==> src/rtl/szcv_flag_unit.sv <==
// Architectural S/Z/C/V flag register and conditional-branch resolver.
// Branch results are registered and returned to fetch one cycle later.
module szcv_flag_unit #(
  parameter int DATA_W = 16,
  parameter bit FWD_EN = 1'b1
) (
  input  logic              clk,
  input  logic              rst,
  input  logic              upd_valid,
  input  logic [1:0]        szcv_src,
  input  logic [3:0]        alu_szcv,
  input  logic [DATA_W-1:0] wdata,
  input  logic              stall,
  input  logic              flush,
  input  logic              br_req,
  input  logic [2:0]        br_cond,
  output logic [3:0]        szcv,
  output logic              br_valid,
  output logic              br_taken,
  output logic [2:0]        br_cond_q
);

  logic [3:0] szcv_q, szcv_d;
  logic       br_valid_q, br_valid_d;
  logic       br_taken_q, br_taken_d;
  logic [2:0] br_cond_qq, br_cond_d;
  logic       commit, capture;
  logic [3:0] ef;
  logic       s_f, z_f, v_f, take;

  assign commit  = upd_valid & ~stall & ~flush;
  assign capture = br_req & ~stall & ~flush;

  always_comb begin
    szcv_d = szcv_q;
    if (commit) begin
      case (szcv_src)
        2'b00:   szcv_d = alu_szcv;
        2'b01:   szcv_d = {wdata[DATA_W-1], (wdata == '0), 2'b00};
        default: szcv_d = szcv_q;
      endcase
    end
  end

  // With forwarding, a same-cycle query sees the flags being committed.
  assign ef  = FWD_EN ? szcv_d : szcv_q;
  assign s_f = ef[3];
  assign z_f = ef[2];
  assign v_f = ef[0];

  always_comb begin
    take = 1'b0;
    case (br_cond)
      3'b000:  take = z_f;
      3'b001:  take = s_f ^ v_f;
      3'b010:  take = z_f | (s_f ^ v_f);
      3'b011:  take = ~z_f;
      3'b100:  take = 1'b1;
      default: take = 1'b0;
    endcase
  end

  always_comb begin
    br_valid_d = capture;
    br_taken_d = capture & take;
    br_cond_d  = capture ? br_cond : br_cond_qq;
  end

  always_ff @(posedge clk or posedge rst) begin
    if (rst) begin
      szcv_q     <= 4'b0000;
      br_valid_q <= 1'b0;
      br_taken_q <= 1'b0;
      br_cond_qq <= 3'b000;
    end else begin
      szcv_q     <= szcv_d;
      br_valid_q <= br_valid_d;
      br_taken_q <= br_taken_d;
      br_cond_qq <= br_cond_d;
    end
  end

  assign szcv      = szcv_q;
  assign br_valid  = br_valid_q;
  assign br_taken  = br_taken_q;
  assign br_cond_q = br_cond_qq;

endmodule

==> config.mk <==
export PLATFORM = sky130hd
export DESIGN_NAME = szcv_flag_unit
export DESIGN_NICKNAME = d
export VERILOG_FILES = /design/src/rtl/szcv_flag_unit.sv
export SDC_FILE = /design/constraint.sdc
export NUM_CORES = 1
export LEC_CHECK = 0
export BUFFER_PORTS_ARGS = -buffer_cell sky130_fd_sc_hd__buf_2
export CAP_MARGIN = 25
export CORE_MARGIN = 4
export CORE_UTILIZATION = 36
export CTS_CLUSTER_DIAMETER = 120
export CTS_CLUSTER_SIZE = 10
export DETAILED_ROUTE_END_ITERATION = 6
export GPL_TIMING_DRIVEN = 0
export PLACE_DENSITY = 0.82
export SLEW_MARGIN = 10
export SYNTH_ARGS = -nofsm -noshare
export SYNTH_HDL_FRONTEND = slang
export SYNTH_SLANG_ARGS = --single-unit
==> constraint.sdc <==
create_clock -name clk -period 1.6 [get_ports clk]
set_input_delay 0.08 -clock clk [delete_from_list [all_inputs] [get_ports clk]]
set_output_delay 0.08 -clock clk [all_outputs]
set_load 0.05 [all_outputs]
After elaboration in Yosys (flattened, before gate mapping)
Index checks and enable logic that the tools add are counted.

Bitwise logic cells: 10. Reductions and logical operators: 5. Eq/ne operators: 5. Multiplexer cells: 3.

Operators by type and width (count): $logic_not 16->1 (1); $pmux 4 s2 (1); $eq 3x2->1 const B (2); $and 1x1->1 (5); $pmux 1 s5 (1); $mux 4 (1); $eq 3x1->1 const B (1); $eq 3x3->1 const B (1); $logic_not 3->1 (1); $not 1->1 (3); $eq 2x1->1 const B (1); $logic_not 2->1 (1); $reduce_and 2->1 (1); $reduce_bool 2->1 (1); $or 1x1->1 (1); $xor 1x1->1 (1).

Logic and storage cells: 28. Register bits: 9. Output and inout port bits: 9. Bits of input ports: 31.

Depth between registers and ports, before layout
Gate-level depths: netlist of the first run.

Depth in word-level cells: 8. Depth in mapped cells: 6. Mapped depth without buffers: 5.

Worst setup path after synthesis of the first run
Ideal clock, no wire load.

Kind: in2reg. Start: input port szcv_src[1]. End: register br_taken_q (netlist: br_taken). Data required time: 1474 ps. Arrival time: 1588 ps. Stages on the path: 6. Setup time: 126 ps. Path slack: -114 ps. Cells stage by stage: or4b_1 -> buf_2 -> or4_4 -> o21ai_2 -> mux2i_1 -> nand3_1.

Elaborated cells on any way between the ends: 9. Those cells by class: 1 x eq/ne; 3 x mux; 4 x bitwise; 1 x reduce/logical.

RTL lines: from (decl) (RTL line 10) `input logic [1:0] szcv_src,`; $eq 2x1->1 or $logic_not 2->1 (tied branches) (RTL line 37) `case (szcv_src)`; $pmux 4 s2 (*) (RTL line 37); $mux 4 (*) (RTL line 36) `if (commit) begin`; net ef[2] (RTL line 28) `logic [3:0] ef;`; $or 1x1->1 or $not 1->1 (tied branches) (RTL line 56, 57); $pmux 1 s5 (*) (RTL line 53) `case (br_cond)`; $and 1x1->1 (*) (RTL line 65) `br_taken_d = capture & take;`; net br_taken_d (RTL line 25) `logic br_taken_q, br_taken_d;`; to (signal assigned) (RTL line 78) `br_taken_q <= br_taken_d;`; to (decl) (RTL line 25).

Mark *: on every way through the listed nets, which the timed path passes. The rest lies on a longest branch. A chain may end at the register's enable or synchronous reset.

Final worst setup path of the first run
Start: input port flush. End: register br_taken_q (netlist: br_taken).

Elaborated cells on any way between the ends: 9. Those cells by class: 2 x mux; 7 x bitwise.

RTL lines: from (decl) (RTL line 14) `input logic flush,`; $not 1->1 (*) (RTL line 31) `assign commit = upd_valid & ~stall & ~flush;`; $and 1x1->1 (*) (RTL line 31); $mux 4 (*) (RTL line 36); net ef[2] (RTL line 28); $or 1x1->1 or $not 1->1 (tied branches) (RTL line 56, 57); $pmux 1 s5 (*) (RTL line 53); $and 1x1->1 (*) (RTL line 65); net br_taken_d (RTL line 25).

Marks and branches as above.

==> reports/results.ini, run 1 <==
[run_status]
status = completed

[detailed_routing]
wl_um = 1299
via_per_inst = 4.612
route.vias.total = 535
drcViolationCount = 0
dr.first_iter.drc_count = 6
postRouteAntennaNets = 0
drt_first_pass_iters = 5
wl_per_cell_um = 11.20

[cells_and_area]
design_area_um2 = 767.0
fill_cells = 128
layout-drive-gt1-share_pct = 46.53
nNetsFinal = 133
area_delta_synth_final_pct = 54.80
insertedDiodeCount = 0

[cts]
cts.clk_slew.worst_paths_ps = 60
cts_made_buffers = 3
h-tree-depth = 1
clock-sinks = 9
clockBufferDepth = 2
clk_latency_ps = 260
cts-root-buf = clkbuf_4
cts_tree = yes

[global_route]
grt_pass1_wl_um = 2208
overflow = 0
grt_pass1_vias = 564
grt_max_degree = 10
grt_usage_pct = 14.93
antenna_found_initial = 0

[floorplanning]
start_util_pct = 38.08
dieHeight_um = 45.10
dieArea_mm2 = 0.002034
core.rowCount = 13
core_mm2 = 0.001301
pin_count = 40
die_w_um = 45.10

[synthesis]
synth-async-reset-ratio_pct = 100.0
syn_inst = 56
synth_edf_count = 0
seq_area_frac_synth_pct = 45.45
yosysUniqueCellTypes = 20
ys_seq_elements = 9
syn_area_um2 = 495.5
avgSynthCellArea_um2 = 8.848
ys.flop_type = dfrtp_1
synth_nets = 87
yosys_warnings = 0

[sta]
fin_ws_ps = 136.0
fin_skew_ps = 3.913
period_share_pct = 91.50
max_freq_mhz = 683.0
setup_viol = 0
worst_pin_slew_ps = 340.9
slew_violations = 0
hold_viol = 0
relSlewSlack_pct = 77.25
rsz0062_at_grt = false
fin_crit_ps = 1464

[flow_run]
cap_violations = 0

[setup_path]
r2r_slack_ps = 330
crit_type = input port to flop
cp.required_ps = 1750
critPathTopFamily = simple AND/OR/NAND/NOR gates
cpMaxStageDelayCell = or4b_4
crit_path_max_incr_delay_ps = 530
startpoint_type = input port
cp.arrival_ps = 1610
worstPathMaxFanout = 2
worst-path-buf-inv = 1
cp-end-kind = flop
cp_cell_sequence = buf_2 > or4b_4 > or4_4 > o21ai_4 > mux2i_1 > nand3_1

[placed_design]
place.gp.congestion = 0.7247
portBuffers = 39
dpl_cell_area_um2 = 719.4
dpl_worst_slack_ps = -243.4
hpwl_um = 1081

[pwr]
ir_drop_uv = 396.1
total_power_w = 0.0007241
p_leak_nw = 0.4345
p_per_area_mw_per_mm2 = 944.0

[hold_path]
min_path_type = input port to flop

[flip-flops by register name, summed over array words and instances, names as in the netlist]
name       cells
szcv           4
br_taken       1
br_valid       1
br_cond_q      3
[stage by stage]
| step | TNS [ps] | hold WS [ps] | util, % | cells |
|---|---|---|---|---|
| floorplan | -69.95 | -92.08 | - | 56 |
| global placement | -222.4 | 49.29 | 55.29 | 110 |
| detailed placement | -243.4 | 63.35 | 55.29 | 110 |
| CTS | 0 | 60.65 | 58.08 | 115 |
| global route | 0 | 69.19 | 58.94 | 116 |
| finish | 0 | 73.43 | 58.94 | 116 |
[area by class of cell]
class / count / area (um^2) / area share (%)
Timing Repair Buffer: 42 / 220.2 / 28.71
Inverter: 2 / 7.507 / 0.9788
Tap cell: 15 / 18.77 / 2.447
Multi-Input combinational cell: 44 / 269.0 / 35.07
Clock buffer: 4 / 26.28 / 3.426
Sequential cell: 9 / 225.2 / 29.36
[cells in the final DEF, fill, tap and decap left out, types with 3 or more instances in the layout]
cell type	count
o21ai_0	4
clkbuf_4	3
dfrtp_1	9
buf_2	39
nand2_1	15
mux2i_1	4
nor2_1	3
[what timing repair did]
action / in CTS / in global routing
resized for setup: 0 / 1
setup endpoints to repair: 0 / 1
endpoints found under the hold margin: 9 / 0
hold buffers: 1 / 0
setup buffers: 0 / 2
[final timing paths]
check / start / to / cells after the start
min in group asynchronous: rst / szcv[1]$_DFFE_PP0P_ / 3
max in group asynchronous: rst / br_cond_q[1]$_DFFE_PP0P_ / 3
setup reg to reg: szcv[0]$_DFF_PP0_ / br_taken$_DFF_PP0_ / 4
hold reg to reg: br_cond_q[2]$_DFFE_PP0P_ / br_cond_q[2]$_DFFE_PP0P_ / 2
setup / recovery: flush / br_taken$_DFF_PP0_ / 6
hold / removal: br_cond[2] / br_cond_q[2]$_DFFE_PP0P_ / 3
[cell usage after synthesis (all sizes together), types with 2 or more instances]
library cell	instances	area [um^2]
nor3	2	10.01
xnor2	2	17.52
nand2	15	56.30
nor4	2	12.51
dfrtp	9	225.2
mux2i	4	40.04
nand2b	2	12.51
nand3	2	10.01
nor2	3	11.26
or4	2	18.77
inv	2	7.510
o21ai	5	28.78
[routing by layer]
layer | part of all wire, % | global-route usage [%] | up-vias
li1 | - | - | 282
met1 | 40 | 17.21 | 229
met2 | 50 | 23.45 | 24
met3 | 9.7 | 5.179 | 0
met4 | 0 | 9.357 | 0
met5 | 0 | 0 | -
[worst register-to-register path, cell delays in order (launching register included)]
cell and delay (ps):
dfrtp_1 400, xor2_1 170, mux2i_1 100, or4_1 470
nand3_1 80
[cell families after synthesis]
group / share of synthesized area [%]
simple gates: 32.83
flops: 45.46
compound gates: 5.809
mux: 8.081
xor+xnor: 5.304
buf+inv: 2.525
[power breakdown]
part | switching, W | internal [W] | total (W)
clock | 0.0000821 | 0.0000962 | 0.000178
sequential | 0.0000169 | 0.000258 | 0.000275
combinational | 0.000181 | 0.0000890 | 0.000270
total | 0.000281 | 0.000444 | 0.000724
(Power assumes the default switching activity.)
==> run 2: changes to the inputs <==
--- a/config.mk
+++ b/config.mk
@@ -7,13 +7,16 @@
 export LEC_CHECK = 0
 export BUFFER_PORTS_ARGS = -buffer_cell sky130_fd_sc_hd__buf_2
 export CAP_MARGIN = 25
+export CELL_PAD_IN_SITES_DETAIL_PLACEMENT = 0
+export CELL_PAD_IN_SITES_GLOBAL_PLACEMENT = 2
 export CORE_MARGIN = 4
-export CORE_UTILIZATION = 36
+export CORE_UTILIZATION = 18
 export CTS_CLUSTER_DIAMETER = 120
 export CTS_CLUSTER_SIZE = 10
 export DETAILED_ROUTE_END_ITERATION = 6
 export GPL_TIMING_DRIVEN = 0
-export PLACE_DENSITY = 0.82
+export PLACE_DENSITY = 0.81
+export RECOVER_POWER = 100
 export SLEW_MARGIN = 10
 export SYNTH_ARGS = -nofsm -noshare
 export SYNTH_HDL_FRONTEND = slang
==> run 2 against run 1 <==
Effect of this change:
- hold slack gained 16 ps
- utilization shrank 29 points
- combinational power is 7% lower
- critical endpoint unchanged
- largest power group unchanged
==> reports/results.ini, run 2 (synthesis gave the netlist of run 1 again) <==
[run_status]
status = completed  ; unchanged

[setup_path]
crit_type = input port to flop  ; unchanged
cp.arrival_ps = 1650  ; was 1610 ps
crit_path_max_incr_delay_ps = 530  ; about the same
r2r_cells = 4  ; unchanged
startpoint_type = input port  ; unchanged
cp.required_ps = 1720  ; was 1750 ps
cp_cell_sequence = buf_2 > or4b_4 > or4_4 > o21ai_4 > mux2i_1 > nand3_1  ; unchanged
r2r_start = szcv[0]$_DFF_PP0_  ; unchanged
cp-end-kind = flop  ; unchanged
cpMaxStageDelayCell = or4b_4  ; unchanged
worstPathMaxFanout = 2  ; unchanged
reg2reg_to = br_taken$_DFF_PP0_  ; unchanged
r2r_slack_ps = 300  ; was 330 ps

[floorplanning]
pin_count = 40  ; unchanged
die_w_um = 60.47  ; was 45.10 um
dieHeight_um = 60.47  ; was 45.10 um
core_mm2 = 0.002545  ; was 0.001301 mm^2
dieArea_mm2 = 0.003656  ; was 0.002034 mm^2
core.rowCount = 18  ; was 13
start_util_pct = 19.47  ; was 38.08%

[hold_path]
min_path_type = input port to flop  ; unchanged
hold_depth = 3  ; unchanged
hold_path_end = br_cond_q[1]$_DFFE_PP0P_  ; was br_cond_q[2]$_DFFE_PP0P_
min_from = br_cond[1]  ; was br_cond[2]

[cts]
h-tree-depth = 1  ; unchanged
clock-sinks = 9  ; unchanged
cts_made_buffers = 3  ; unchanged
cts_tree = yes  ; unchanged
clockBufferDepth = 2  ; unchanged
clk_latency_ps = 250  ; was 260 ps
cts-root-buf = clkbuf_4  ; unchanged
cts.clk_slew.worst_paths_ps = 60  ; about the same

[cells_and_area]
layout-drive-gt1-share_pct = 36.00  ; was 46.53%
ff_latch_area_um2 = 225.2  ; unchanged
final_util_pct = 29.99  ; was 58.94%
final_common_cell = buf_2  ; unchanged
area_delta_synth_final_pct = 54.04  ; was 54.80%
multi_input_area_um2 = 269.0  ; unchanged
final_cells = 130  ; was 116
largest_reg_flops = 4  ; unchanged
nNetsFinal = 132  ; was 133
final_cell_mix = buf_2 (30), nand2_1 (15), clkbuf_1 (11), dfrtp_1 (9)  ; was buf_2 (39), nand2_1 (15), dfrtp_1 (9), o21ai_0 (4), mux2i_1 (4)
insertedDiodeCount = 0  ; unchanged
fill_cells = 297  ; was 128

[pwr]
clock_power_share_pct = 24.1  ; was 24.6%
combinationalPowerShare_pct = 36.0  ; was 37.4%
p_per_area_mw_per_mm2 = 914.7  ; was 944.0 mW/mm^2
p_leak_nw = 0.3935  ; was 0.4345 nW
ir_drop_uv = 441.1  ; was 396.1 uV
p_seq_share_pct = 39.8  ; was 38.0%
p_int_w = 0.0004283  ; was 0.0004436 W
switchingPower_w = 0.0002699  ; was 0.0002805 W
switching_share_pct = 38.65  ; was 38.74%

[global_route]
grt_usage_pct = 8.443  ; was 14.93%
overflow = 0  ; unchanged
grt_max_degree = 10  ; unchanged
grt_pass1_wl_um = 2208  ; unchanged
grt_pass1_vias = 505  ; was 564
antenna_found_initial = 0  ; unchanged

[sta]
period_share_pct = 95.53  ; was 91.50%
rsz0062_at_grt = false  ; unchanged
fin_crit_ps = 1528  ; was 1464 ps
max_freq_mhz = 654.3  ; was 683.0 MHz
fin_ws_ps = 71.55  ; was 136.0 ps
hold_viol = 0  ; unchanged
setup_tns_ps = 0  ; unchanged
fin_skew_ps = 4.268  ; was 3.913 ps
setup_viol = 0  ; unchanged
worst_pin_slew_ps = 602.5  ; was 340.9 ps
relSlewSlack_pct = 60.01  ; was 77.25%
slew_violations = 0  ; unchanged

[detailed_routing]
wl_per_cell_um = 10.58  ; was 11.20 um
via_per_inst = 4.100  ; was 4.612
dr.first_iter.drc_count = 4  ; was 6
route.vias.total = 533  ; was 535
wl_um = 1375  ; was 1299 um
drcViolationCount = 0  ; unchanged
postRouteAntennaNets = 0  ; unchanged
drt_first_pass_iters = 4  ; was 5

[placed_design]
placed_cells = 125  ; was 110
dpl_worst_slack_ps = -276.4  ; was -243.4 ps
place.gp.congestion = 0.6836  ; was 0.7247
portBuffers = 39  ; unchanged
hpwl_um = 1204  ; was 1081 um

[flow_run]
cap_violations = 0  ; unchanged

run 2: cell count changes in the layout (fill, tap and decap cells not counted), sizes merged:
cell,change
buf,-11
clkbuf,+10
run 2: stage by stage:
stage,hold WS [ps],area [um^2],total power (W)
after floorplan,-92.08,505.5,0.0004509
after global placement,52.98,738.2,0.0005389
after global routing,76.93,763.2,0.0007541
final,88.96,763.2,0.0006982
after CTS,77.06,770.7,0.0007227
after detailed placement,60.40,738.2,0.0005412
run 2: worst max-delay path by stage:
stage | start | endpoint | slack [ps] | cells after the start
6_report | flush | br_taken$_DFF_PP0_ | 70 | 6
3_3_place_gp | szcv_src[1] | br_taken$_DFF_PP0_ | -270 | 7
4_1_cts | szcv_src[1] | br_taken$_DFF_PP0_ | 20 | 6
5_1_grt | flush | br_taken$_DFF_PP0_ | 40 | 6
3_5_place_dp | szcv_src[1] | br_taken$_DFF_PP0_ | -280 | 7
2_1_floorplan | szcv_src[1] | br_taken$_DFF_PP0_ | -70 | 6
run 2: cell type report:
type | count | area share (%)
clock buffers | 4 | 3.443
inverters | 2 | 0.9836
multi-input cells | 44 | 35.25
flip-flops and latches | 9 | 29.51
well taps | 30 | 4.918
repair buffers | 41 | 25.90
run 2: routing by layer:
metal	vias up	wire length (um)	global-route usage [%]
met2	16	655	13.43
met5	-	0	0
li1	283	-	-
met3	2	86	1.489
met1	232	606	9.677
met4	0	27	7.430
run 2: what timing repair did:
item,in CTS,in global routing
gates resized for setup,1,0
hold buffers,1,0
endpoints found under the setup margin,1,1
hold endpoints to repair,9,0
setup buffers,0,1
pin swaps,2,1
run 2: worst max-delay path, delay by kind of cell:
family,cells,cell delay [ps]
buf+inv,1,100
compound gates,1,170
mux,1,220
simple gates,3,1080
run 2: power groups by stage:
| stage | combinational, W | sequential (W) | clock (W) |
|---|---|---|---|
| floorplan | 0.0000605 | 0.000390 | 0 |
| global placement | 0.000258 | 0.000281 | 0 |
| detailed placement | 0.000260 | 0.000282 | 0 |
| CTS | 0.000264 | 0.000277 | 0.000181 |
| global route | 0.000274 | 0.000282 | 0.000198 |
| finish | 0.000252 | 0.000278 | 0.000168 |
==> run 3: changes to the inputs <==
--- a/config.mk
+++ b/config.mk
@@ -7,10 +7,10 @@
 export LEC_CHECK = 0
 export BUFFER_PORTS_ARGS = -buffer_cell sky130_fd_sc_hd__buf_2
 export CAP_MARGIN = 25
-export CELL_PAD_IN_SITES_DETAIL_PLACEMENT = 0
-export CELL_PAD_IN_SITES_GLOBAL_PLACEMENT = 2
+export CELL_PAD_IN_SITES_DETAIL_PLACEMENT = 1
+export CELL_PAD_IN_SITES_GLOBAL_PLACEMENT = 1
 export CORE_MARGIN = 4
-export CORE_UTILIZATION = 18
+export CORE_UTILIZATION = 24
 export CTS_CLUSTER_DIAMETER = 120
 export CTS_CLUSTER_SIZE = 10
 export DETAILED_ROUTE_END_ITERATION = 6
==> run 3 against run 2 <==
Effect of this change:
- die area down 22%
- critical path depth unchanged
- sequential share of layout area down 0.38 points
- via count up 8.4%
- hold slack worse by 6.7 ps
- final area up 1.3%
- flip-flop and latch count unchanged
- power up 1.3%
- utilization up 9.4 points
- sequential power about the same
- critical endpoint unchanged
==> reports/results.ini, run 3 (synthesis gave the netlist of run 1 again) <==
[run_status]
status = completed  ; unchanged

[floorplanning]
pin_count = 40  ; unchanged
core.rowCount = 16  ; was 18
start_util_pct = 25.26  ; was 19.47%
dieHeight_um = 53.44  ; was 60.47 um
die_w_um = 53.44  ; was 60.47 um
dieArea_mm2 = 0.002855  ; was 0.003656 mm^2
core_mm2 = 0.001962  ; was 0.002545 mm^2

[sta]
worst_pin_slew_ps = 621.2  ; was 602.5 ps
rsz0062_at_grt = false  ; unchanged
fin_hold_ws_ps = 82.24  ; was 88.96 ps
relSlewSlack_pct = 58.76  ; was 60.01%
slew_violations = 0  ; unchanged
period_share_pct = 95.19  ; was 95.53%
setup_viol = 0  ; unchanged
fin_skew_ps = 0.9726  ; was 4.268 ps
hold_viol = 0  ; unchanged
max_freq_mhz = 656.6  ; was 654.3 MHz
fin_ws_ps = 77.03  ; was 71.55 ps
fin_crit_ps = 1523  ; was 1528 ps

[cts]
clock-sinks = 9  ; unchanged
cts_made_buffers = 3  ; unchanged
cts.clk_slew.worst_paths_ps = 60  ; about the same
clk_latency_ps = 250  ; about the same
h-tree-depth = 1  ; unchanged
clockBufferDepth = 2  ; unchanged
cts-root-buf = clkbuf_4  ; unchanged
cts_tree = yes  ; unchanged

[hold_path]
min_path_type = input port to flop  ; unchanged

[cells_and_area]
final_cell_mix = buf_2 (29), nand2_1 (15), clkbuf_1 (12), dfrtp_1 (9)  ; was buf_2 (30), nand2_1 (15), clkbuf_1 (11), dfrtp_1 (9)
final_util_pct = 39.41  ; was 29.99%
layout-drive-gt1-share_pct = 36.27  ; was 36.00%
area_delta_synth_final_pct = 56.06  ; was 54.04%
design_area_um2 = 773.2  ; was 763.2 um^2
largest_reg_flops = 4  ; unchanged
nNetsFinal = 134  ; was 132
insertedDiodeCount = 0  ; unchanged
final_cells = 129  ; was 130
final_common_cell = buf_2  ; unchanged

[global_route]
grt_usage_pct = 12.53  ; was 8.443%
overflow = 0  ; unchanged
globalRouteMet3Util_pct = 2.535  ; was 1.489%
grt_max_degree = 10  ; unchanged
met2_usage_pct = 23.67  ; was 13.43%
grt-busiest-layer = met2  ; unchanged
grt_pass1_wl_um = 2477  ; was 2208 um
use_met1_pct = 12.12  ; was 9.677%
antenna_found_initial = 0  ; unchanged
grt_pass1_vias = 586  ; was 505

[setup_path]
cp.required_ps = 1740  ; was 1720 ps
cp.arrival_ps = 1660  ; was 1650 ps
worstPathMaxFanout = 5  ; was 2
cp-end-kind = flop  ; unchanged
crit_type = input port to flop  ; unchanged
startpoint_type = input port  ; unchanged
r2r_slack_ps = 330  ; was 300 ps

[detailed_routing]
dr.first_iter.drc_count = 1  ; was 4
wl_um = 1623  ; was 1375 um
drcViolationCount = 0  ; unchanged
route.vias.total = 578  ; was 533
via_per_inst = 4.481  ; was 4.100
wl_per_cell_um = 12.58  ; was 10.58 um
drt_first_pass_iters = 2  ; was 4
postRouteAntennaNets = 0  ; unchanged

[pwr]
clock_power_share_pct = 24.0  ; was 24.1%
combinationalPowerShare_pct = 36.6  ; was 36.0%
p_per_area_mw_per_mm2 = 914.6  ; was 914.7 mW/mm^2
p_leak_nw = 0.3992  ; was 0.3935 nW
switchingPower_w = 0.0002773  ; was 0.0002699 W
switching_share_pct = 39.22  ; was 38.65%
p_seq_share_pct = 39.4  ; was 39.8%
p_int_w = 0.0004298  ; was 0.0004283 W
ir_drop_uv = 331.4  ; was 441.1 uV

[placed_design]
dpl_worst_slack_ps = -249.7  ; was -276.4 ps
dpl_cell_area_um2 = 734.5  ; was 738.2 um^2
place.gp.congestion = 0.6204  ; was 0.6836
portBuffers = 39  ; unchanged
hpwl_um = 1414  ; was 1204 um
placed_cells = 122  ; was 125

[flow_run]
cap_violations = 0  ; unchanged

-- run 3: area by class of cell --
cell class	instances	area, um^2
multi-input combinational	44	269.0
timing repair buffer	43	211.5
tap	27	33.78
clock buffer	4	26.28
inverter	2	7.507
sequential	9	225.2
fill	263	1189
-- run 3: worst max-delay path, cell delays in order --
cell     delay, ps
buf_2          100
or4b_4         580
or4_4          450
o21ai_4        170
mux2i_1        190
nand3_1         80
-- run 3: per-stage QoR --
stage,power (W),setup TNS [ps]
finish,0.0007072,0
global route,0.0007554,0
CTS,0.0007223,0
detailed placement,0.0005463,-249.7
global placement,0.0005368,-236.8
floorplan,0.0004509,-69.95
-- run 3: timing repair --
| item | CTS | global route |
|---|---|---|
| setup buffers | 0 | 3 |
| hold buffers | 1 | 0 |
| gates resized for setup | 0 | 1 |
| endpoints found under the hold margin | 9 | 0 |
| endpoints found under the setup margin | 0 | 1 |
-- run 3: metal layers --
metal	share of wire, %	routed length (um)
met1	36	580
met2	57	931
met3	6.3	102
met4	0.62	10
met5	0	0
-- run 3: power by group through the flow --
| stage | logic (W) | registers (W) | clock network [W] |
|---|---|---|---|
| 2_1_floorplan | 0.0000605 | 0.000390 | 0 |
| 6_report | 0.000259 | 0.000279 | 0.000170 |
| 5_1_grt | 0.000282 | 0.000282 | 0.000191 |
| 3_5_place_dp | 0.000264 | 0.000282 | 0 |
| 4_1_cts | 0.000266 | 0.000278 | 0.000178 |
| 3_3_place_gp | 0.000257 | 0.000280 | 0 |
-- run 3: path summary, 6_finish.rpt --
kind,cells after the start,end,startpoint
setup / recovery,6,br_taken$_DFF_PP0_,flush
setup reg to reg,4,br_taken$_DFF_PP0_,szcv[0]$_DFF_PP0_
hold reg to reg,2,szcv[1]$_DFFE_PP0P_,szcv[1]$_DFFE_PP0P_
min in group asynchronous,3,szcv[1]$_DFFE_PP0P_,rst
hold / removal,3,br_cond_q[2]$_DFFE_PP0P_,br_cond[2]
max in group asynchronous,3,szcv[3]$_DFF_PP0_,rst
